===== src/rtl/wave_display_reader_pkg.sv =====
// Shared window geometry, pipeline depth and sample encoding for the waveform
// capture/display path.
package wave_display_reader_pkg;

  localparam logic [10:0] X_BASE     = 11'd512;
  localparam logic [10:0] X_END      = 11'd1024;
  localparam logic [9:0]  Y_LIMIT    = 10'd512;
  localparam int unsigned PIPE_DEPTH = 3;
  localparam logic [7:0]  SAMPLE_MID = 8'h80;

  typedef struct packed {
    logic       win;
    logic [7:0] col;
    logic [7:0] row;
  } stage_t;

  // Offset-binary sample to screen row; the zero level lands on row 127.
  function automatic logic [7:0] sample_to_row(input logic [7:0] s);
    return (SAMPLE_MID - 8'd1) + (SAMPLE_MID - s);
  endfunction

  function automatic logic in_window(input logic [10:0] xv, input logic [9:0] yv,
                                     input logic v);
    return v && (xv >= X_BASE) && (xv < X_END) && (yv < Y_LIMIT);
  endfunction

endpackage


===== src/rtl/wave_display_reader_dffr.sv =====
// Flip-flop primitives with synchronous active-low reset; dffre adds a load enable.
module dffr #(
  parameter int unsigned W       = 1,
  parameter logic [W-1:0] RST_VAL = '0
) (
  input  logic         clk_i,
  input  logic         rst_ni,
  input  logic [W-1:0] d_i,
  output logic [W-1:0] q_o
);

  always_ff @(posedge clk_i) begin
    if (!rst_ni) begin
      q_o <= RST_VAL;
    end else begin
      q_o <= d_i;
    end
  end

endmodule

module dffre #(
  parameter int unsigned W       = 1,
  parameter logic [W-1:0] RST_VAL = '0
) (
  input  logic         clk_i,
  input  logic         rst_ni,
  input  logic         en_i,
  input  logic [W-1:0] d_i,
  output logic [W-1:0] q_o
);

  always_ff @(posedge clk_i) begin
    if (!rst_ni) begin
      q_o <= RST_VAL;
    end else if (en_i) begin
      q_o <= d_i;
    end else begin
      q_o <= q_o;
    end
  end

endmodule


===== src/rtl/wave_display_reader_seg_compare.sv =====
// Inclusive range test of v against the span between two 8-bit rows, in either order.
module wave_seg_compare (
  input  logic [7:0] a_i,
  input  logic [7:0] b_i,
  input  logic [7:0] v_i,
  output logic       hit_o
);

  logic [7:0] lo_s;
  logic [7:0] hi_s;

  always_comb begin
    lo_s = a_i;
    hi_s = b_i;
    if (a_i < b_i) begin
      lo_s = a_i;
      hi_s = b_i;
    end else begin
      lo_s = b_i;
      hi_s = a_i;
    end
    hit_o = (v_i >= lo_s) && (v_i <= hi_s);
  end

endmodule


===== src/rtl/wave_display_reader.sv =====
// Read side of the ping-pong waveform RAM: walks the frozen half in raster order
// and draws each sample joined to its left neighbour by a vertical segment.
module wave_display_reader
  import wave_display_reader_pkg::*;
#(
  parameter logic [23:0] WAVE_COLOR = 24'hFFFFFF,
  parameter logic [23:0] BG_COLOR   = 24'h000000
) (
  input  logic        clk,
  input  logic        reset,
  input  logic [10:0] x,
  input  logic [9:0]  y,
  input  logic        valid,
  input  logic        read_index,
  output logic [8:0]  read_address,
  input  logic [7:0]  read_value,
  output logic        valid_pixel,
  output logic [7:0]  r,
  output logic [7:0]  g,
  output logic [7:0]  b,
  output logic        wave_display_idle
);

  localparam int unsigned NSTAGE = PIPE_DEPTH - 1;

  logic        idle_d, idle_q;
  logic        active_index_q;
  logic [8:0]  read_address_d, read_address_q;
  stage_t      s0_d;
  stage_t      s1;
  stage_t      stage_in [NSTAGE];
  stage_t      stage_q  [NSTAGE];
  logic        last_win_q;
  logic [7:0]  last_col_q;
  logic [7:0]  h_s;
  logic [7:0]  cur_d, cur_q, prev_d, prev_q;
  logic        col_step_s;
  logic        lit_s;
  logic        valid_pixel_d, valid_pixel_q;
  logic [23:0] rgb_d, rgb_q;

  assign s0_d           = '{win: in_window(x, y, valid), col: x[8:1], row: y[8:1]};
  assign idle_d         = !(valid && (y < Y_LIMIT));
  assign read_address_d = {active_index_q, x[8:1]};

  dffr #(.W(1), .RST_VAL(1'b1)) u_idle (
    .clk_i(clk), .rst_ni(reset), .d_i(idle_d), .q_o(idle_q)
  );

  // The half only changes while the raster is outside the top half of the frame.
  dffre #(.W(1), .RST_VAL(1'b0)) u_active_index (
    .clk_i(clk), .rst_ni(reset), .en_i(idle_q), .d_i(read_index), .q_o(active_index_q)
  );

  dffr #(.W(9), .RST_VAL(9'd0)) u_read_address (
    .clk_i(clk), .rst_ni(reset), .d_i(read_address_d), .q_o(read_address_q)
  );

  for (genvar i = 0; i < NSTAGE; i++) begin : g_stage
    if (i == 0) begin : g_head
      assign stage_in[i] = s0_d;
    end else begin : g_tail
      assign stage_in[i] = stage_q[i-1];
    end
    dffr #(.W($bits(stage_t)), .RST_VAL('0)) u_stage (
      .clk_i(clk), .rst_ni(reset), .d_i(stage_in[i]), .q_o(stage_q[i])
    );
  end

  // The last stage lines up with the RAM data for the address it issued.
  assign s1  = stage_q[NSTAGE-1];
  assign h_s = sample_to_row(read_value);

  // Advance the sample history on entry to a new column; column 0 starts a fresh trace.
  always_comb begin
    cur_d      = cur_q;
    prev_d     = prev_q;
    col_step_s = s1.win && (!last_win_q || (s1.col != last_col_q));
    if (col_step_s) begin
      cur_d = h_s;
      if (s1.col == 8'd0) begin
        prev_d = h_s;
      end else begin
        prev_d = cur_q;
      end
    end else begin
      cur_d  = cur_q;
      prev_d = prev_q;
    end
  end

  dffr #(.W(1), .RST_VAL(1'b0)) u_last_win (
    .clk_i(clk), .rst_ni(reset), .d_i(s1.win), .q_o(last_win_q)
  );
  dffr #(.W(8), .RST_VAL(8'd0)) u_last_col (
    .clk_i(clk), .rst_ni(reset), .d_i(s1.col), .q_o(last_col_q)
  );
  dffr #(.W(8), .RST_VAL(8'd0)) u_cur_h (
    .clk_i(clk), .rst_ni(reset), .d_i(cur_d), .q_o(cur_q)
  );
  dffr #(.W(8), .RST_VAL(8'd0)) u_prev_h (
    .clk_i(clk), .rst_ni(reset), .d_i(prev_d), .q_o(prev_q)
  );

  wave_seg_compare u_seg (
    .a_i  (prev_d),
    .b_i  (cur_d),
    .v_i  (s1.row),
    .hit_o(lit_s)
  );

  always_comb begin
    valid_pixel_d = s1.win;
    rgb_d         = 24'h000000;
    if (s1.win) begin
      if (lit_s) begin
        rgb_d = WAVE_COLOR;
      end else begin
        rgb_d = BG_COLOR;
      end
    end else begin
      rgb_d = 24'h000000;
    end
  end

  dffr #(.W(1), .RST_VAL(1'b0)) u_valid_pixel (
    .clk_i(clk), .rst_ni(reset), .d_i(valid_pixel_d), .q_o(valid_pixel_q)
  );
  dffr #(.W(24), .RST_VAL(24'h000000)) u_rgb (
    .clk_i(clk), .rst_ni(reset), .d_i(rgb_d), .q_o(rgb_q)
  );

  assign read_address      = read_address_q;
  assign valid_pixel       = valid_pixel_q;
  assign r                 = rgb_q[23:16];
  assign g                 = rgb_q[15:8];
  assign b                 = rgb_q[7:0];
  assign wave_display_idle = idle_q;

endmodule


===== config.mk =====
export PLATFORM = sky130hd
export DESIGN_NAME = wave_display_reader
export DESIGN_NICKNAME = d
export VERILOG_FILES = /design/src/rtl/wave_display_reader_pkg.sv /design/src/rtl/wave_display_reader_dffr.sv /design/src/rtl/wave_display_reader_seg_compare.sv /design/src/rtl/wave_display_reader.sv
export SDC_FILE = /design/constraint.sdc
export NUM_CORES = 1
export LEC_CHECK = 0
export ABC_AREA = 0
export CAP_MARGIN = 25
export CORE_MARGIN = 2
export CORE_UTILIZATION = 25
export CTS_BUF_LIST = sky130_fd_sc_hd__clkbuf_4
export DETAILED_ROUTE_END_ITERATION = 12
export SYNTH_ARGS = -nofsm -noshare
export SYNTH_HDL_FRONTEND = slang
export SYNTH_SLANG_ARGS = --single-unit

===== constraint.sdc =====
create_clock -name clk -period 6.77 [get_ports clk]
set_input_delay 1.354 -clock clk [delete_from_list [all_inputs] [get_ports clk]]
set_output_delay 1.354 -clock clk [all_outputs]
set_load 0.1 [all_outputs]

# [After elaboration in Yosys (flattened, before gate mapping)]
# Index checks and enable logic that the tools add are counted.
[totals] latchBits=0 ram_bits=0 n_memories=0 rom_bits=0 ff_bits=94 word_cells=36 out_inout_bits=35
[op_classes] bitwise_logic=0 div=0 reduce_logical=11 eq_ne=1 addsub=2 shift=0 muxes=6 magnitude_cmp=6 n_mul=0
[op_table] op="$mux 8" n=5
[op_table] op="$mux 24" n=1
[op_table] op="$ge 11x10->1 const B" n=1
[op_table] op="$lt 11x11->1 const B" n=1
[op_table] op="$lt 10x10->1 const B" n=1
[op_table] op="$add 7x8->8 const A" n=1
[op_table] op="$ge 8x8->1" n=1
[op_table] op="$le 8x8->1" n=1
[op_table] op="$logic_not 8->1" n=1
[op_table] op="$lt 8x8->1" n=1
[op_table] op="$ne 8x8->1" n=1
[op_table] op="$sub 8x8->8 const A" n=1
[op_table] op="$logic_and 1x1->1" n=6
[op_table] op="$logic_not 1->1" n=2
[op_table] op="$reduce_and 2->1" n=1
[op_table] op="$logic_or 1x1->1" n=1

# [Longest topological paths before layout]
[logic_depth] depth_word=9 ltp_mapped=24

# [By module]
# Synthesis repeated with hierarchy kept, for this count alone.
[hier_totals] hier_cells=330 area_unflattened_um2=3773.6
[by_module_without_submodules] module="dffr at g_stage[0].u_stage ..." seq_area_each_um2=340.3 area_per_inst_um2=474.2 n_inst=2 cells_each=35
[by_module_without_submodules] module="wave_seg_compare" seq_area_each_um2=0.0 area_per_inst_um2=721.9 n_inst=1 cells_each=84
[by_module_without_submodules] module="dffr at u_rgb" seq_area_each_um2=480.5 area_per_inst_um2=675.6 n_inst=1 cells_each=50
[by_module_without_submodules] module="dffr at u_cur_h ..." seq_area_each_um2=160.2 area_per_inst_um2=210.2 n_inst=3 cells_each=16
[by_module_without_submodules] module="wave_display_reader" seq_area_each_um2=0.0 area_per_inst_um2=445.4 n_inst=1 cells_each=51
[by_module_without_submodules] module="dffr at u_read_address" seq_area_each_um2=180.2 area_per_inst_um2=236.5 n_inst=1 cells_each=18
[by_module_without_submodules] module="dffr at u_idle ..." seq_area_each_um2=20.0 area_per_inst_um2=26.3 n_inst=3 cells_each=2
[by_module_without_submodules] module="dffre" seq_area_each_um2=20.0 area_per_inst_um2=36.3 n_inst=1 cells_each=3

# [Least setup slack after synthesis]
# OpenSTA, ideal clock, no wires.
[synth_timing] path_kind="reg2reg" startpoint="reg u_last_win.q_o" endpoint="reg u_rgb.q_o[22]" period_less_slack_ns=5.309 slack_ns=1.461 setup_ns=0.131 arrival_ns=5.177 path_stages_with_launch=23 cell_sequence="dfxtp_1 nand2_1 o31ai_4 buf_2 clkbuf_1 nand2_1 o21ai_0 inv_1 ha_1 a21o_1 a21oi_1 nand2_1 a2bb2oi_4 nand2b_1 a211o_1 ha_1 nand2b_1 a21o_1 a21o_1 a21o_1 a21o_1 a2111oi_0 nor3_1"
[synth_between] elab_chain_len=9
[synth_lines] item="start: declaration" line="wave_display_reader_dffr.sv:9" rtl="output logic [W-1:0] q_o"
[synth_lines] item="start signal: assignment" line="wave_display_reader_dffr.sv:16" rtl="q_o <= d_i;"
[synth_lines] item="$logic_not 1->1 *" line="wave_display_reader.sv:78" rtl="col_step_s = s1.win && (!last_win_q || (s1.col != last_col_q));"
[synth_lines] item="$logic_or 1x1->1 *" line="wave_display_reader.sv:78"
[synth_lines] item="$logic_and 1x1->1 *" line="wave_display_reader.sv:78"
[synth_lines] item="$mux 8" line="wave_display_reader.sv:79" rtl="if (col_step_s) begin"
[synth_lines] item="$lt 8x8->1" line="wave_display_reader_seg_compare.sv:15" rtl="if (a_i < b_i) begin"
[synth_lines] item="$mux 8" line="wave_display_reader_seg_compare.sv:15"
[synth_lines] item="$ge 8x8->1 or $le 8x8->1 (tied branches)" line="wave_display_reader_seg_compare.sv:22" rtl="hit_o = (v_i >= lo_s) && (v_i <= hi_s);"
[synth_lines] item="$logic_and 1x1->1 *" line="wave_display_reader_seg_compare.sv:22"
[synth_lines] item="$mux 24 *" line="wave_display_reader.sv:116" rtl="if (lit_s) begin"
[synth_lines] item="end signal: assignment" line="wave_display_reader_dffr.sv:16"
[synth_lines] item="end: declaration" line="wave_display_reader_dffr.sv:9"
# Mark *: on every way between the ends. The rest lies on a longest branch, timed or not.
# A chain may end at the register's enable or synchronous reset.

# [Final worst setup path]
[layout_timing] startpoint="in read_value[6]" endpoint="reg u_rgb.q_o[22]"
[layout_between] elab_chain_len=9
[layout_lines] item="start: declaration" line="wave_display_reader.sv:16" rtl="input logic [7:0] read_value,"
[layout_lines] item="$sub 8x8->8 *" line="wave_display_reader_pkg.sv:19" rtl="return (SAMPLE_MID - 8'd1) + (SAMPLE_MID - s);"
[layout_lines] item="$add 7x8->8 *" line="wave_display_reader_pkg.sv:19"
[layout_lines] item="$mux 8 *" line="wave_display_reader.sv:81" rtl="if (s1.col == 8'd0) begin"
[layout_lines] item="$mux 8 *" line="wave_display_reader.sv:79"
[layout_lines] item="named net prev_d[6]" line="wave_display_reader.sv:36" rtl="logic [7:0] cur_d, cur_q, prev_d, prev_q;"
[layout_lines] item="$lt 8x8->1" line="wave_display_reader_seg_compare.sv:15"
[layout_lines] item="$mux 8" line="wave_display_reader_seg_compare.sv:15"
[layout_lines] item="$ge 8x8->1 or $le 8x8->1 (tied branches)" line="wave_display_reader_seg_compare.sv:22"
[layout_lines] item="$logic_and 1x1->1 *" line="wave_display_reader_seg_compare.sv:22"
[layout_lines] item="$mux 24 *" line="wave_display_reader.sv:116"
# Mark *: on every way through the listed nets, which the timed path passes. The rest lies on a longest branch.

==> load_flow_metrics.sql <==
INSERT INTO impl_metrics (metric_group, metric, value, unit) VALUES
('die', 'dieHeight', '115', 'um'),
('die', 'rows', '40', ''),
('timing', 'timing.clock.skew', '0.0132', 'ns'),
('place', 'port-buffer-count', '65', ''),
('timing', 'setup_violations', '0', ''),
('grt', 'antenna_found_initial', '1', ''),
('drt', 'avgViaCountPerCell', '4.03', ''),
('clock_tree', 'ctsResizeCount', '0', ''),
('grt', 'globalRouteOverflowTotal', '0', ''),
('power_and_ir_drop', 'power.internal', '545', 'uW'),
('yosys', 'async_reset_ff_share', '0', '%'),
('yosys', 'synth_warnings', '0', ''),
('layout', 'final_layout_size_suffix_gt1_share', '5.99', '%'),
('power_and_ir_drop', 'vdd.ir_drop.worst', '0.000123', 'V'),
('status', 'status', 'finished clean', ''),
('yosys', 'largest_family_of_logic_cells_by_synthesized_area', 'simple AND/OR/NAND/NOR gates', ''),
('layout', 'final_layout_net_count', '417', ''),
('yosys', 'postSynth.topFlopCell', 'dfxtp_1', ''),
('grt', 'grt.total_usage', '9.09', '%'),
('power_and_ir_drop', 'p_sw', '212', 'uW'),
('die', 'ports_placed_on_the_boundary', '68', ''),
('worst_setup_path', 'critPathLaunchType', 'input pin', ''),
('layout', 'design_area', '3820', 'um^2'),
('worst_setup_path', 'cp.arrival', '5.81', 'ns'),
('grt', 'grt_pass1_vias', '2032', ''),
('power_and_ir_drop', 'leakage', '0.00154', 'uW'),
('layout', 'layout.cells.most_common_list', 'clkdlybuf4s50_1 (65), dfxtp_1 (63), and2_1 (58)', ''),
('yosys', 'synthAdderAreaFrac', '9.21', '%'),
('drt', 'drt_drc_violations_left', '0', ''),
('worst_setup_path', 'crit_path_max_fanout', '23', ''),
('place', 'gp_congestion', '0.721', ''),
('timing', 'timing.setup.tns', '0', 'ns'),
('power_and_ir_drop', 'power.share.switching', '28.0', '%'),
('yosys', 'synth_fp_nets', '384', ''),
('clock_tree', 'cts_made_buffers', '9', ''),
('layout', 'syn2layout_area_growth', '23.3', '%'),
('timing', 'worstMarginPinSlew', '0.986', 'ns'),
('power_and_ir_drop', 'design_power_total', '756', 'uW'),
('drt', 'detail_route_antenna_nets', '0', ''),
('timing', 'slew_violations', '0', ''),
('die', 'initial_utilization', '25.7', '%'),
('clock_tree', 'cts.reportedPaths.clkPinSlew', '0.11', 'ns'),
('timing', 'fin_crit_sh', '81.7', '%'),
('die', 'die_w', '115', 'um'),
('yosys', 'yosys.area_share.simple', '19.3', '%'),
('timing', 'finalHoldViolCount', '0', ''),
('yosys', 'ys_ff_latch', '63', ''),
('place', 'dpl.hpwl', '4190', 'um'),
('clock_tree', 'clk_latency', '0.40', 'ns'),
('worst_setup_path', 'path_class', 'input pin to flip-flop', ''),
('clock_tree', 'tritoncts_clock_tree', 'done', ''),
('clock_tree', 'h-tree-depth', '3', ''),
('layout', 'layout_commonest_cell', 'clkdlybuf4s50_1', ''),
('worst_setup_path', 'cp_data_required_time', '7.05', 'ns'),
('yosys', 'post_synth.cell_area_avg', '9.42', 'um^2'),
('drt', 'vias', '2160', ''),
('clock_tree', 'clkSinkCount', '63', ''),
('power_and_ir_drop', 'power_frac_comb', '15.0', '%'),
('grt', 'grt_start_max_net_pins', '62', ''),
('timing', 'tightest_slew_margin_relative_to_the_limit', '34.0', '%'),
('drt', 'drt_iter0_markers', '80', ''),
('clock_tree', 'clk_root_buffer_cell', 'clkbuf_4', ''),
('flow_run', 'maxCapViolCount', '0', ''),
('die', 'die_area', '13300', 'um^2'),
('clock_tree', 'cts-hold-fix-buffers', '0', ''),
('drt', 'route.detailed.wl_per_inst', '10.7', 'um'),
('worst_hold_path', 'min_path_type', 'flip-flop to flip-flop', ''),
('yosys', 'synth-edff-count', '0', ''),
('timing', 'max_freq', '181', 'MHz'),
('worst_setup_path', 'cp-end-kind', 'flip-flop', ''),
('power_and_ir_drop', 'p_clk_share', '33.7', '%');
worst paths after layout:
kind,slack [ns],start,end,cells past startpoint
max,1.24,read_value[6],u_rgb.q_o[22]$_SDFF_PN0_,19
min,0.44,g_stage[0].u_stage.q_o[3]$_SDFF_PN0_,g_stage[1].u_stage.q_o[3]$_SDFF_PN0_,1
max reg2reg,1.31,g_stage[1].u_stage.q_o[9]$_SDFF_PN0_,u_rgb.q_o[22]$_SDFF_PN0_,20
min reg2reg,0.44,g_stage[0].u_stage.q_o[3]$_SDFF_PN0_,g_stage[1].u_stage.q_o[3]$_SDFF_PN0_,1
power by group through the flow:
| stage | combinational, uW | clock (uW) | sequential [uW] |
|---|---|---|---|
| 2_1_floorplan | 81.4 | 0 | 399 |
| 3_3_place_gp | 111 | 0 | 397 |
| 3_5_place_dp | 114 | 0 | 397 |
| 4_1_cts | 114 | 265 | 388 |
| 5_1_grt | 123 | 286 | 390 |
| 6_report | 113 | 255 | 388 |
cells by family (layout without fill, tap and decap cells):
logic type	after synthesis	count (layout)
multiplexers	17	17
XOR/XNOR	8	8
AND/OR/NAND/NOR	108	108
AO/OA/AOI/OAI	55	55
adder cells (fa/ha/maj)	23	23
buffers and inverters	55	93
other	0	1
flip-flops	63	63
stage by stage:
stage	utilization [%]	hold slack (ns)	setup slack [ns]	std cells
CTS	31.6	0.445	1.30	535
floorplan	-	0.412	1.46	329
global route	31.7	0.467	0.968	536
finish	31.7	0.439	1.24	536
detailed placement	30.5	0.418	0.876	519
global placement	30.5	0.422	1.03	519
Yosys cell counts, types with 2 or more instances:
master    count  area (um^2)
dfxtp_1      63         1260
and2_1       58          363
buf_4        32          240
ha_1         22          275
nand2_1      21         78.8
o21ai_0      18         90.1
mux2i_1      16          160
clkbuf_1     11         41.3
nor2_1       11         41.3
a21oi_1      10         50.1
inv_1        10         37.5
xnor2_1       8         70.1
a21o_1        7         52.6
nor2b_1       4         25.0
o21a_1        4         30.0
nand2b_1      3         18.8
nor4_1        3         18.8
a211oi_1      2         15.0
a22oi_1       2         15.0
a31oi_1       2         12.5
nand3_1       2         10.0
nand4_1       2         12.5
area by class of cell:
class                   instances  area (um^2)
clock buffers                   9         67.6
inverters                      10         37.5
multi-input cells             211         1500
diodes                          1         2.50
clock inverters                 7         72.6
flip-flops and latches         63         1260
well taps                     168          210
repair buffers                 67          666
fillers                      1274         8240
registers in the layout, indices dropped and copies added, names as in the netlist:
register             cells
u_idle.q_o               1
u_active_index.q_o       1
u_rgb.q_o                1
g_stage.u_stage.q_o     26
u_last_win.q_o           1
u_last_col.q_o           8
u_prev_h.q_o             8
u_cur_h.q_o              8
u_read_address.q_o       9
critical path: stages:
cell             delay [ns]
clkdlybuf4s50_1        0.43
nor2_1                 0.12
a21oi_1                0.06
o21ai_0                0.37
ha_1                   0.34
a21o_1                 0.19
a21oi_1                0.30
nand2_1                0.15
a2bb2oi_4              0.28
nand2b_1               0.24
a211o_1                0.33
ha_1                   0.26
nand2b_1               0.14
a21o_1                 0.17
a21o_1                 0.17
a21o_1                 0.17
a21o_1                 0.17
a2111oi_0              0.45
nor3_1                 0.10
routing by layer:
metal / wire length (um) / global-route usage (%) / up-vias / part of all wire (%)
met5: 0 / 0 / - / 0
met1: 2950 / 12.0 / 965 / 51
met2: 2450 / 13.1 / 43 / 43
met3: 233 / 3.27 / 9 / 4.1
met4: 106 / 4.34 / 0 / 1.8
li1: - / - / 1143 / -
(Power assumes the default switching activity.)
